[config.mk]
export PLATFORM = sky130hd
export DESIGN_NAME = id_operand_stage
export DESIGN_NICKNAME = d
export VERILOG_FILES = /design/src/rtl/id_operand_stage.sv
export SDC_FILE = /design/constraint.sdc
export NUM_CORES = 1
export LEC_CHECK = 0
export ABC_AREA = 0
export CAP_MARGIN = 20
export CORE_AREA = 8 8 128 130
export DETAILED_ROUTE_END_ITERATION = 10
export DIE_AREA = 0 0 136 138
export PLACE_DENSITY = 0.94
export SETUP_SLACK_MARGIN = 0.05
export SLEW_MARGIN = 25
export SYNTH_ARGS = -nofsm -noshare
export SYNTH_HDL_FRONTEND = slang
export SYNTH_SLANG_ARGS = --single-unit
[constraint.sdc]
create_clock -name clk -period 5 [get_ports clk]
set_input_delay 1 -clock clk [delete_from_list [all_inputs] [get_ports clk]]
set_output_delay 1 -clock clk [all_outputs]
set_load 0.01 [all_outputs]
[src/rtl/id_operand_stage.sv]
// Decode-to-execute operand stage: forwarding resolution,
// load-use hazard stall and the ID/EX valid/ready register.
module id_operand_stage #(
  parameter int XLEN     = 32,
  parameter int AW       = 5,
  parameter int NFWD     = 2,
  parameter int LOAD_LAT = 1
) (
  input  logic               clk,
  input  logic               rst,
  input  logic               in_valid,
  output logic               in_ready,
  input  logic               re1,
  input  logic               re2,
  input  logic [AW-1:0]      reg_addr1,
  input  logic [AW-1:0]      reg_addr2,
  input  logic [XLEN-1:0]    reg_data1,
  input  logic [XLEN-1:0]    reg_data2,
  input  logic [XLEN-1:0]    imm,
  input  logic [AW-1:0]      waddr,
  input  logic               we,
  input  logic [NFWD-1:0]    fwd_we,
  input  logic [NFWD*AW-1:0] fwd_waddr,
  input  logic [NFWD*XLEN-1:0] fwd_wdata,
  input  logic [NFWD-1:0]    fwd_is_load,
  input  logic               flush,
  input  logic               ex_ready,
  output logic               ex_valid,
  output logic [XLEN-1:0]    ex_opv1,
  output logic [XLEN-1:0]    ex_opv2,
  output logic [AW-1:0]      ex_waddr,
  output logic               ex_we,
  output logic [31:0]        stall_cycles
);

  typedef enum logic {RUN, STALL} state_e;

  typedef struct packed {
    logic            hz;
    logic [XLEN-1:0] val;
  } opnd_t;

  localparam logic [3:0] CNT_INIT = 4'(LOAD_LAT - 1);

  state_e          state_q, state_d;
  logic [3:0]      cnt_q, cnt_d;
  logic            ex_valid_q;
  logic [XLEN-1:0] opv1_q, opv2_q;
  logic [AW-1:0]   waddr_q;
  logic            we_q;
  logic [31:0]     stall_q;

  opnd_t src1, src2;
  logic  hazard;
  logic  load;
  logic  accept;
  logic  stall_inc;

  // First matching port wins; a load there blocks lower ports.
  function automatic opnd_t resolve(
    input logic               re,
    input logic [AW-1:0]      addr,
    input logic [XLEN-1:0]    rdata,
    input logic [XLEN-1:0]    dflt,
    input logic [NFWD-1:0]    f_we,
    input logic [NFWD*AW-1:0] f_addr,
    input logic [NFWD*XLEN-1:0] f_data,
    input logic [NFWD-1:0]    f_ld
  );
    opnd_t r;
    logic  hit;
    r.hz  = 1'b0;
    r.val = dflt;
    hit   = 1'b0;
    if (re) begin
      r.val = '0;
      if (addr != '0) begin
        r.val = rdata;
        for (int i = 0; i < NFWD; i++) begin
          if (!hit && f_we[i] &&
              f_addr[i*AW +: AW] == addr) begin
            hit = 1'b1;
            if (f_ld[i]) r.hz = 1'b1;
            else r.val = f_data[i*XLEN +: XLEN];
          end
        end
      end
    end
    return r;
  endfunction

  // Operand resolution and handshake qualifiers.
  always_comb begin
    src1 = resolve(re1, reg_addr1, reg_data1, '0,
                   fwd_we, fwd_waddr, fwd_wdata,
                   fwd_is_load);
    src2 = resolve(re2, reg_addr2, reg_data2, imm,
                   fwd_we, fwd_waddr, fwd_wdata,
                   fwd_is_load);
    hazard   = src1.hz | src2.hz;
    load     = !ex_valid_q || ex_ready;
    in_ready = flush ||
               (state_q == RUN && !hazard && load);
    accept   = in_valid && in_ready && !flush;
    stall_inc = !flush &&
                (state_q == STALL ||
                 (in_valid && hazard));
  end

  // Hazard FSM next state; frozen while EX back-pressures.
  always_comb begin
    state_d = state_q;
    cnt_d   = cnt_q;
    if (flush) begin
      state_d = RUN;
      cnt_d   = '0;
    end else if (load) begin
      unique case (state_q)
        RUN: begin
          if (in_valid && hazard) begin
            state_d = STALL;
            cnt_d   = CNT_INIT;
          end
        end
        STALL: begin
          if (cnt_q == '0) state_d = RUN;
          else cnt_d = cnt_q - 4'd1;
        end
        default: state_d = RUN;
      endcase
    end
  end

  // FSM state and bubble counter registers.
  always_ff @(posedge clk) begin
    if (rst) begin
      state_q <= RUN;
      cnt_q   <= '0;
    end else begin
      state_q <= state_d;
      cnt_q   <= cnt_d;
    end
  end

  // ID/EX register: capture, bubble or hold.
  always_ff @(posedge clk) begin
    if (rst) begin
      ex_valid_q <= 1'b0;
      opv1_q     <= '0;
      opv2_q     <= '0;
      waddr_q    <= '0;
      we_q       <= 1'b0;
    end else if (flush) begin
      ex_valid_q <= 1'b0;
    end else if (accept) begin
      ex_valid_q <= 1'b1;
      opv1_q     <= src1.val;
      opv2_q     <= src2.val;
      waddr_q    <= waddr;
      we_q       <= we;
    end else if (load) begin
      ex_valid_q <= 1'b0;
    end
  end

  // Saturating hazard-stall cycle counter.
  always_ff @(posedge clk) begin
    if (rst) begin
      stall_q <= '0;
    end else if (stall_inc && stall_q != '1) begin
      stall_q <= stall_q + 32'd1;
    end
  end

  assign ex_valid     = ex_valid_q;
  assign ex_opv1      = opv1_q;
  assign ex_opv2      = opv2_q;
  assign ex_waddr     = waddr_q;
  assign ex_we        = we_q;
  assign stall_cycles = stall_q;

endmodule
Word level (Yosys, flattened, before mapping)
Index checks and enable logic that the tools add are counted.
{ "totals": {"reg_bits": 108, "latchBits": 0, "mem_bits_rw": 0, "romBits": 0, "inputBits": 197, "out_inout_bits": 104, "elab_cells": 77, "n_memories": 0} }
{ "classes": {"addsub": 2, "mul": 0, "div_mod_pow": 0, "magnitude_cmp": 0, "eq_ne": 7, "shifts": 0, "n_mux": 29, "n_bitwise": 3, "reduce_logical": 28} }
{ "ops": {"columns": ["op", "n"], "rows": [
  ["$mux W33", 8],
  ["$mux W32", 4],
  ["$add A32 B1 Y32 const B", 1],
  ["$ne A32 B32 Y1 const B", 1],
  ["$eq A5 B5 Y1", 4],
  ["$logic_and A1 B1 Y1", 13],
  ["$mux W1", 13],
  ["$reduce_bool A5 Y1", 2],
  ["$mux W4", 2],
  ["$pmux W4 S2", 1],
  ["$logic_not A1 Y1", 5],
  ["$logic_not A4 Y1", 1],
  ["$sub A4 B1 Y4 const B", 1],
  ["$logic_or A1 B1 Y1", 3],
  ["$reduce_and A3 Y1", 1],
  ["$ne A2 B1 Y1 const B", 1],
  ["$ne A2 B2 Y1 const B", 1],
  ["$not A1 Y1", 2],
  ["$pmux W1 S2", 1],
  ["$reduce_and A2 Y1", 1],
  ["$reduce_bool A2 Y1", 1],
  ["$reduce_or A2 Y1", 1],
  ["$or A1 B1 Y1", 1]
]} }

Longest topological paths before layout
{ "logic_depth": {"depth_word": 19, "ltp_mapped": 9, "ltp_nobuf": 7} }

Worst setup path before layout
No wires, ideal clock.
{ "synth_timing": {"path_type": "input-to-output", "startpoint": "in reg_addr2[1]", "endpoint": "out in_ready", "arrival_time_ns": 2.355, "required_ns": 4.000, "path_slack_ns": 1.645, "path_stages": 6, "n_path_buf": 0, "cell_sequence": "or4_1 > o21a_1 > nand3_1 > o31ai_1 > a21oi_1 > a31o_2"} }
{ "synth_between": {"elab_chain_cells": 16, "elab_cells_between_ends": 20, "cone_classes": "eq/ne: 2; mux: 8; bitwise: 1; reduce/logical: 9"} }
{ "synth_rtl": {"columns": ["item", "line", "source"], "rows": [
  ["from (decl)", "16", "input logic [AW-1:0] reg_addr2,"],
  ["$eq A5 B5 Y1", "81", "f_addr[i*AW +: AW] == addr) begin"],
  ["$logic_and A1 B1 Y1", "80", "if (!hit && f_we[i] &&"],
  ["$mux W1", "80", null],
  ["$mux W1", "77", "if (addr != '0) begin"],
  ["$mux W1", "75", "if (re) begin"],
  ["$logic_not A1 Y1", "80", null],
  ["$logic_and A1 B1 Y1 (2 in series)", "80", null],
  ["$mux W33", "80", null],
  ["$mux W33 (*)", "77", null],
  ["$mux W33 (*)", "75", null],
  ["$or A1 B1 Y1 (*)", "100", "hazard = src1.hz | src2.hz;"],
  ["$logic_not A1 Y1 (*)", "103", "(state_q == RUN && !hazard && load);"],
  ["$logic_and A1 B1 Y1 (*) (2 in series)", "103", null],
  ["$logic_or A1 B1 Y1 (*)", "102", "in_ready = flush ||"],
  ["to (decl)", "12", "output logic in_ready,"]
]} }
Every way passes the cells marked *; elsewhere a longest branch is shown, timed or not. The select of a mux whose other input is x is not followed.

Worst setup path after layout
{ "layout_timing": {"startpoint": "in reg_addr1[3]", "endpoint": "out in_ready"} }
{ "layout_between": {"elab_chain_cells": 16, "elab_cells_between_ends": 20, "cone_classes": "eq/ne: 2; mux: 8; bitwise: 1; reduce/logical: 9"} }
{ "layout_rtl": {"columns": ["item", "line", "source"], "rows": [
  ["from (decl)", "15", "input logic [AW-1:0] reg_addr1,"],
  ["$eq A5 B5 Y1", "81", null],
  ["$logic_and A1 B1 Y1", "80", null],
  ["$mux W1", "80", null],
  ["$mux W1", "77", null],
  ["$mux W1", "75", null],
  ["$logic_not A1 Y1", "80", null],
  ["$logic_and A1 B1 Y1 (2 in series)", "80", null],
  ["$mux W33", "80", null],
  ["$mux W33 (*)", "77", null],
  ["$mux W33 (*)", "75", null],
  ["$or A1 B1 Y1 (*)", "100", null],
  ["$logic_not A1 Y1 (*)", "103", null],
  ["$logic_and A1 B1 Y1 (*) (2 in series)", "103", null],
  ["$logic_or A1 B1 Y1 (*)", "102", null]
]} }
Marks and branches as above.

==> qor.yml <==
ys_types: 45
tns_ps: 0
worstReg2RegStart: "stall_cycles[3]"
via_count: 7059
htreeDepth: 3
coreArea_um2: 14300
async_reset_ff_share_pct: 0
drtIter0Drc: 427
slew_headroom_pct: 41.8
final_util_pct: 68.1
grt_usage_pct: 25.3
initial_core_util_pct: 43.8
drive_gt1_share_pct: 4.99
rsz0062_at_grt: "false"
placement_rows: 44
end_kind: "output pin"
hold_path_end: "ex_opv1[2]"
final_antenna_net_count: 0
wl_um: 25000
status: "finished clean"
cts_tree: "yes"
cts_root_buffer: "clkbuf_16"
die-area_um2: 18800
synthCells: 754
cts_resized: 0
timing.final.ws_setup_ps: 416
hold_depth: 1
wl_per_cell_um: 20.7
syn-cell-area_um2: 6270
grt_pass1_wl_um: 37900
cts_buffers: 9
clock_path_buffers: 2
hp-start: "ex_opv1[2]"
portBuffers: 300
post_dp_cell_area_um2: 9390
post_cts_buffers: 0
period_share_pct: 91.7
total_power_w: 0.00217
p_leak_nw: 3.56
dp_slack_ps: 454
worst_pin_slew_ps: 872
rrSetupSlack_ps: 1910
dp_hpwl_um: 18700
rr_endpoint: "stall_cycles[31]"
antenna_found_initial: 5
hold_viol: 0
die_h_um: 138
arrival_ps: 3580
syn_nets: 954
synth_seq_area_share_pct: 34.5
hp-class: "flip-flop to flip-flop"
crit_type: "input port to output pin"
num_io_pins: 301
drtPass1Iterations: 5
synth_ff_type: "dfxtp_1"
fin_area_um2: 9740
ir_drop_uv: 203
final_nets: 1217
fp.dieW_um: 136
ys_ff_latch: 108
grt_max_degree: 68
yosysWarnings: 0
clk_pin_slew_ps: 70
critPathLaunchType: "input port"
drc: 0
vias_per_cell: 5.83
crit_fanout: 3
clock_sinks: 108
grt_pass1_vias: 7133
synth_area_per_cell_um2: 8.32
reg2reg_depth: 7
clk_latency_ps: 360
worstPathRequired_ps: 4000
finalSetupViolations: 0
fin_skew_ps: 8.80
postCtsHoldBufs: 0
min_period_ps: 4580
clock.fmax_ghz: 0.218
drv_cap: 0
grt_overflow: 0
drv_slew: 0
gp_congestion: 0.933
synth-edff-count: 0
areaGrowthSynthToFinish_pct: 55.4
power_density_nw_per_um2: 223
[where the power goes]
group	internal [W]	switching, W	leakage, nW	total (W)
logic	0.000261	0.000186	2.52	0.000446
registers	0.000890	0.0000162	0.879	0.000906
clock network	0.000481	0.000339	0.162	0.000820
[sequential cells by signal (all words and copies together), names as in the netlist]
signal / flops
cnt_q: 4
ex_we: 1
state_q: 1
ex_opv1: 32
ex_opv2: 32
ex_valid: 1
stall_cycles: 32
ex_waddr: 5
[synthesized netlist by cell type (4+ instances only)]
library cell  number  area, um2
a311oi_1          33        289
dfxtp_1          108       2160
mux2i_1           71        711
xor2_1             6       52.6
nor2b_1           14       87.6
and2_1             4       25.0
a22o_1            32        280
and4_1             4       35.0
mux2_2            13        146
a21oi_1           20        100
xnor2_1           14        123
or3_1             15       93.8
inv_1              9       33.8
nand3_1           18       90.1
nand4_1           15       93.8
nor4_1             4       25.0
nand2b_1          39        244
clkbuf_1          50        188
nor3b_1            6       45.0
nor3_1             7       35.0
nand2_1           76        285
buf_2              6       30.0
or4_1              4       30.0
nor2_1            64        240
o21ai_0           51        255
and3_1             8       50.1
o211ai_1          32        240
[critical path: stages]
cell and delay, ps:
clkdlybuf4s50_1 490, xnor2_1 260, nand3_1 120, nor2_1 280, mux2_2 420, a21oi_1 250, a31o_2 220, clkdlybuf4s50_1 540
[cell type report]
class	instances	area [um2]
fillers	1076	4570
multi-input cells	578	3890
repair buffers	311	3080
flip-flops and latches	108	2160
clock buffers	13	270
well taps	184	230
clock inverters	3	67.6
inverters	9	33.8
diodes	5	12.5
[cells in the final DEF, fill, tap and decap left out, types with 5 or more instances in the layout]
master,n
clkdlybuf4s50_1,299
dfxtp_1,108
nand2_1,76
mux2i_1,71
nor2_1,63
o21ai_0,51
nand2b_1,39
a311oi_1,33
a22o_1,32
o211ai_1,32
a21oi_1,20
nand3_1,17
nand4_1,15
xnor2_1,14
or3_1,14
nor2b_1,14
mux2_2,13
buf_4,11
inv_1,9
clkbuf_16,9
and3_1,8
xor2_1,6
nor3_1,6
nor3b_1,6
diode_2,5
[kinds of logic (layout without fill, tap and decap cells)]
group,Yosys count,after routing,share of synthesized area (%)
AOI/OAI and AO/OA,186,186,21.3
xor gates and xnor gates,20,20,2.79
adders and majority gates,3,3,0.599
buffers and inverters,68,336,4.19
DFF,108,108,34.5
muxes,84,84,13.7
other,0,5,0
and+or+nand+nor,285,285,23.0
[how the worst max path moves through the flow]
stage                     slack [ps]        to    startpoint  depth (start not counted)
after floorplan                 1640  in_ready  reg_addr2[1]                          6
after global placement           480  in_ready  reg_addr1[0]                          8
after detailed placement         450  in_ready  reg_addr1[3]                          8
after CTS                        430  in_ready  reg_addr1[3]                          8
after global routing             270  in_ready  reg_addr1[0]                          8
final                            420  in_ready  reg_addr1[3]                          8
[per-stage QoR]
stage | hold WS, ps | instances
after floorplan | 450 | 754
after global placement | 459 | 1190
after detailed placement | 466 | 1190
after CTS | 481 | 1206
after global routing | 487 | 1211
final | 482 | 1211
[metal layers]
layer | share of wire, % | vias to the layer above | GRT usage, %
met2 | 47 | 364 | 41.3
met3 | 9.9 | 82 | 8.22
met5 | 0 | - | 0
met4 | 5.5 | 0 | 14.4
li1 | - | 3302 | -
met1 | 38 | 3311 | 28.1
Power figures use the tool's default switching activity.
